==> config.mk <==
export PLATFORM = sky130hd
export DESIGN_NAME = alu_issue_ctrl
export DESIGN_NICKNAME = d
export VERILOG_FILES = /design/src/rtl/alu_issue_ctrl.sv
export SDC_FILE = /design/constraint.sdc
export NUM_CORES = 1
export LEC_CHECK = 0
export ABC_AREA = 1
export CORE_MARGIN = 8
export CORE_UTILIZATION = 40
export CTS_BUF_LIST = sky130_fd_sc_hd__clkbuf_4 sky130_fd_sc_hd__clkbuf_8
export CTS_CLUSTER_DIAMETER = 120
export CTS_CLUSTER_SIZE = 24
export DETAILED_ROUTE_END_ITERATION = 6
export PLACE_DENSITY = 0.65
export REMOVE_ABC_BUFFERS = 1
export SYNTH_ARGS = -nofsm -noshare
export SYNTH_HDL_FRONTEND = slang
export SYNTH_SLANG_ARGS = --single-unit
==> constraint.sdc <==
create_clock -name clk -period 1.2 [get_ports clk]
set_clock_uncertainty 0.15 [all_clocks]
set_input_delay 0.12 -clock clk [delete_from_list [all_inputs] [get_ports clk]]
set_output_delay 0.12 -clock clk [all_outputs]
set_load 0.01 [all_outputs]
==> src/rtl/alu_issue_ctrl.sv <==
// alu_issue_ctrl: three-state issue/writeback controller wrapped around an 8-bit ALU.
// Holds a small register file, supplies registered operands and op code to the
// ALU, captures its combinational result and reports completion with done/err.
module alu_issue_ctrl #(
  parameter int NREG = 4
) (
  input  logic       clk,
  input  logic       rst_n,
  input  logic       instr_valid,
  output logic       instr_ready,
  input  logic [2:0] op_in,
  input  logic [1:0] rd_in,
  input  logic [1:0] ra_in,
  input  logic [1:0] rb_in,
  output logic [7:0] alu_a,
  output logic [7:0] alu_b,
  output logic [2:0] alu_ctrl,
  input  logic [7:0] alu_y,
  input  logic       ld_en,
  input  logic [1:0] ld_addr,
  input  logic [7:0] ld_data,
  output logic       done,
  output logic       err,
  output logic [7:0] result,
  output logic       zero
);

  typedef enum logic [1:0] {IDLE, OPR, EXE} state_e;

  state_e                 state_q, state_d;
  logic [2:0]             op_q, op_d;
  logic [1:0]             rd_q, rd_d, ra_q, ra_d, rb_q, rb_d;
  logic [7:0]             alu_a_q, alu_a_d, alu_b_q, alu_b_d;
  logic [2:0]             alu_ctrl_q, alu_ctrl_d;
  logic [NREG-1:0][7:0]   rf_q, rf_d;
  logic [7:0]             result_q, result_d;
  logic                   zero_q, zero_d;
  logic                   done_q, done_d, err_q, err_d;
  logic                   legal;

  // Ops 000..100 are the only ones the ALU implements.
  assign legal = (op_q <= 3'd4);

  // Next-state and datapath: load port first so an EXE writeback to the same
  // address overrides it.
  always_comb begin
    state_d    = state_q;
    op_d       = op_q;
    rd_d       = rd_q;
    ra_d       = ra_q;
    rb_d       = rb_q;
    alu_a_d    = alu_a_q;
    alu_b_d    = alu_b_q;
    alu_ctrl_d = alu_ctrl_q;
    rf_d       = rf_q;
    result_d   = result_q;
    zero_d     = zero_q;
    done_d     = 1'b0;
    err_d      = 1'b0;
    if (ld_en) rf_d[ld_addr] = ld_data;
    case (state_q)
      IDLE: begin
        if (instr_valid) begin
          op_d    = op_in;
          rd_d    = rd_in;
          ra_d    = ra_in;
          rb_d    = rb_in;
          state_d = OPR;
        end
      end
      OPR: begin
        // Pre-edge contents: a load landing on this edge is not seen.
        alu_a_d    = rf_q[ra_q];
        alu_b_d    = rf_q[rb_q];
        alu_ctrl_d = op_q;
        state_d    = EXE;
      end
      EXE: begin
        if (legal) begin
          rf_d[rd_q] = alu_y;
          result_d   = alu_y;
          zero_d     = (alu_y == 8'h00);
        end
        done_d  = 1'b1;
        err_d   = ~legal;
        state_d = IDLE;
      end
      default: state_d = IDLE;
    endcase
  end

  // State registers with synchronous active-low reset; reset beats the load port.
  always_ff @(posedge clk) begin
    if (!rst_n) begin
      state_q    <= IDLE;
      op_q       <= '0;
      rd_q       <= '0;
      ra_q       <= '0;
      rb_q       <= '0;
      alu_a_q    <= '0;
      alu_b_q    <= '0;
      alu_ctrl_q <= '0;
      rf_q       <= '0;
      result_q   <= '0;
      zero_q     <= 1'b1;
      done_q     <= 1'b0;
      err_q      <= 1'b0;
    end else begin
      state_q    <= state_d;
      op_q       <= op_d;
      rd_q       <= rd_d;
      ra_q       <= ra_d;
      rb_q       <= rb_d;
      alu_a_q    <= alu_a_d;
      alu_b_q    <= alu_b_d;
      alu_ctrl_q <= alu_ctrl_d;
      rf_q       <= rf_d;
      result_q   <= result_d;
      zero_q     <= zero_d;
      done_q     <= done_d;
      err_q      <= err_d;
    end
  end

  assign instr_ready = (state_q == IDLE);
  assign alu_a       = alu_a_q;
  assign alu_b       = alu_b_q;
  assign alu_ctrl    = alu_ctrl_q;
  assign done        = done_q;
  assign err         = err_q;
  assign result      = result_q;
  assign zero        = zero_q;

endmodule

==> metrics.sh <==
POST_ROUTE_CELLS_DRIVE_ABOVE_1_SHARE=0.2880
FIRST_GLOBAL_VIAS=3868
OUTCOME='complete, but fails checks'
PEAKVDDDROP_uV=518.1
ANTENNA-DIODE-COUNT=0
GR-USAGE-ALL-LAYERS=0.1919
ANTENNA_FOUND_INITIAL=0
CPMAXSTAGEDELAYCELL='dfxtp_2'
PLACEABLECOREAREA_UM2=9196
SYNTHDISTINCTLIBCELLS=25
SYNTH_REGISTER_BITS=73
ROOT_BUFFER='clkbuf_8'
CTS_BUFFER_COUNT=9
DETAIL_ROUTE.WIRELENGTH_MM=12.32
CTS-HTREE-LEVELS=3
FINAL_DESIGN_AREA_NO_FILL_UM2=5339
UNREPAIRED_SETUP_ENDPOINTS_AFTER_GLOBAL_ROUTING='true'
VIASPERCELL=5.129
FINALSETUPTNS_NS=-7.093
FINALSETUPVIOLATIONS=58
CTS_BUFFER_DEPTH=2
NETLIST.AREA_LEADER.SHARE=0.3868
OVERFLOW=0
PORT_BUFFERS=61
FINAL.FILL_COUNT=880
TIMING.CRITICAL_PATH.MODE_CELL='inv_1'
CRITPATHKIND='reg2reg'
PLACEDINSTANCEAREA_UM2=4836
FLOORPLAN.ROWS=35
BOUNDARYPINS=62
CRIT_START='rd_q[0]'
RR_STARTPOINT='rd_q[0]'
WORST-R2R-CELL-COUNT=6
POWER_DENSITY_nW_PER_UM2=1136
HPWLAFTERDP_MM=8.306
TOP_CELLS_BY_AREA_IN_THE_SYNTHESIZED_NETLIST='dfxtp_1 (39%), nand2_1 (15%), nor2_1 (9.2%), inv_1 (7.4%), nand3_1 (6.5%)'
POWER.LEAKAGE_uW=0.002688
NET-SWITCHING-POWER_uW=1986
P_INT_uW=4080
ANT_NETS=0
CHIPWIDTH_UM=113.2
DRT_ITER0_MARKERS=290
MAXCLOCKFREQUENCY_MHz=707.5
YOSYSSEQAREASHARE=0.3868
WL_PER_CELL_UM=15.23
LAYOUT_MIN_CYCLE_TIME_NS=1.413
FLOORPLAN.INITIALDENSITY=0.4109
GP_ROUTABILITY_CONGESTION=0.9011
WORST_SLEW_PIN_TRAN_NS=0.4236
FINALNETCOUNT=724
FINAL.HOLD.WORST_SLACK_NS=0.1618
SETUP.WORST_PATH.END_CLASS='flop'
FINALPOWER_uW=6067
MIN_PERIOD_OVER_PERIOD=1.178
SETUP_WS_NS=-0.2133
SYN_AREA_UM2=3779
P_COMB_FRAC=0.242
TIMING.MAX_CAP.VIOLATIONS=0
POST_CTS_HOLD_BUFFER_COUNT=0
RELSLEWSLACK=0.7166
FIRSTDRTPASSITERS=5
AREA.GROWTH.SYNTH_TO_FINAL_PCT=41.29
WORSTSKEWPAIRLATENCY_NS=0.36
CRIT_FANOUT=4
MIN-DELAY-PATH-CLASS='in2reg'
SYNTH_WARNINGS=0
HOLD_VIOL=0
REGTOREGENDPOINT='rf_q[13]'
POST-SYNTH-TOP-AREA-CELL='dfxtp_1'
NETLIST_INSTANCES=582
GLOBAL_ROUTE_WIRE_LENGTH_BEFORE_REPAIR_MM=19.56
DR_TOTAL_VIAS=4149
VIOLATIONS='negative setup slack'
LARGEST_NET_DEGREE_AT_THE_START_OF_GLOBAL_ROUTING=34
CRITPATHCAPTURE='rf_q[13]'
CLOCK_GROUP_SHARE_OF_TOTAL_POWER=0.308
CLOCK_PIN_SLEW_REPORTED_FOR_THE_WORST_SETUP_AND_HOLD_PATHS_AFTER_CLOCK_TREE_SYNTHESIS_NS=0.09
WORST-ENDPOINT-REQUIRED_NS=1.36
SHARE_SEQ_OF_TOTAL_POWER=0.451
CP.ARRIVAL_NS=1.57
REMAINING_DRC_ERRORS=0
SYN_AVG_CELL_AREA_UM2=6.492
TRITONCTS='built'
R2R_SETUP_SLACK_NS=-0.21
CRITICAL_PATH.STARTPOINT_TYPE='flop'
DIE_H_UM=113.2
CTS.SINKS=73
FINAL_MAX_SLEW_VIOL_COUNT=0
DIE-AREA_UM2=12810
FINAL_CORE_UTILIZATION=0.5805
CRIT_PATH_MAX_INCR_DELAY_NS=0.37
WORSTPATHCELLLIST='inv_1 > nor2_1 > nand3_2 > nand3_1 > nand2_1 > inv_1'
POWER_SWITCHING_SHARE=0.3274
[critical path: cells and delay by family, from the launching register on]
family                 cells  cell delay [ns]
buffers and inverters      2             0.11
AND/OR/NAND/NOR            4             0.73
flip-flops                 1             0.37
[power groups by stage]
stage          clock network [uW]  logic (uW)  registers [uW]
5_1_grt                      2030        1630            2750
6_report                     1870        1470            2730
2_1_floorplan                   0         590            2820
4_1_cts                      1910        1400            2730
3_5_place_dp                    0        1340            2770
3_3_place_gp                    0        1320            2770
[final cells by class]
| class | instances | area, um2 | area share |
|---|---|---|---|
| sequential | 73 | 1499 | 0.2808 |
| clock buffer | 9 | 123.9 | 0.02320 |
| multi-input combinational | 400 | 2004 | 0.3754 |
| timing repair buffer | 128 | 1192 | 0.2233 |
| clock inverter | 7 | 62.56 | 0.01172 |
| tap | 111 | 138.9 | 0.02601 |
| inverter | 81 | 317.8 | 0.05953 |
[layout by cell type (no fill, tap or decap)]
cell / synthesis / layout
inv_4: 1 / 3
nor2_2: 1 / 13
clkinv_4: 0 / 2
buf_4: 6 / 46
nand2_1: 151 / 139
buf_12: 0 / 11
clkdlybuf4s15_2: 0 / 3
nand3_1: 49 / 38
nand3b_4: 1 / 2
clkinvlp_4: 0 / 3
buf_8: 0 / 2
buf_2: 14 / 28
nand4_1: 23 / 23
nor3_1: 1 / 1
inv_2: 4 / 5
inv_1: 74 / 71
o211ai_1: 16 / 16
dlymetal6s2s_1: 0 / 1
nand3_4: 2 / 4
nor2_1: 93 / 81
nand2_4: 0 / 2
o21ai_0: 33 / 28
clkbuf_8: 0 / 9
nand2_2: 0 / 10
nand3_2: 4 / 14
buf_16: 0 / 1
clkdlybuf4s50_1: 0 / 29
buf_6: 3 / 6
o21ai_1: 4 / 9
a21oi_1: 18 / 18
inv_8: 0 / 2
dfxtp_1: 73 / 43
clkbuf_16: 0 / 1
o21ai_4: 1 / 1
dfxtp_2: 0 / 30
clkinv_2: 1 / 1
inv_6: 0 / 1
nor2_4: 1 / 1
[layer usage]
layer / GRT usage / share of wire / vias to the layer above
li1: - / - / 2073
met1: 0.2453 / 0.44 / 1892
met2: 0.3079 / 0.45 / 169
met3: 0.04260 / 0.084 / 15
met4: 0.07282 / 0.019 / 0
met5: 0 / 0 / -
[registers in the layout, summed over array words and instances (netlist names), 2 cells and up]
name	flops
alu_a	8
alu_b	8
alu_ctrl	3
op_q	3
ra_q	2
rb_q	2
rd_q	2
result	8
rf_q	32
state_q	2
[cells in the mapped netlist (all sizes together)]
library cell,number
nand2,151
nor3,1
a21oi,18
dfxtp,73
buf,23
clkbuf,7
nand4,23
clkinv,2
nand3,55
o211ai,16
nand3b,1
nor2,95
o21ai,38
inv,79
[worst min path at each step]
stage,start,endpoint,slack [ns],depth (start not counted)
after floorplan,rst_n,zero,0.05,1
after global placement,result[5],result[5],0.31,2
after detailed placement,result[0],result[0],0.31,2
after CTS,op_in[0],op_q[0],0.20,3
after global routing,op_in[1],op_q[1],0.22,3
final,ld_addr[1],rf_q[28],0.16,5
[logic make-up after synthesis]
group | synth area share
compound gates | 0.1089
buf+inv | 0.1278
flops | 0.3868
simple gates | 0.3765
[repair_timing]
action	CTS	global route
gates cloned	2	2
gates resized for setup	153	62
pin swaps	4	3
buffers inserted	7	7
endpoints found under the setup margin	99	94
[metrics by stage]
stage / setup WS [ns] / instances
floorplan: -0.2221 / 552
global placement: -0.4035 / 775
detailed placement: -0.4565 / 775
CTS: -0.1608 / 800
global route: -0.2789 / 809
finish: -0.2133 / 809
No activity file was read; power rests on OpenSTA's default activity.
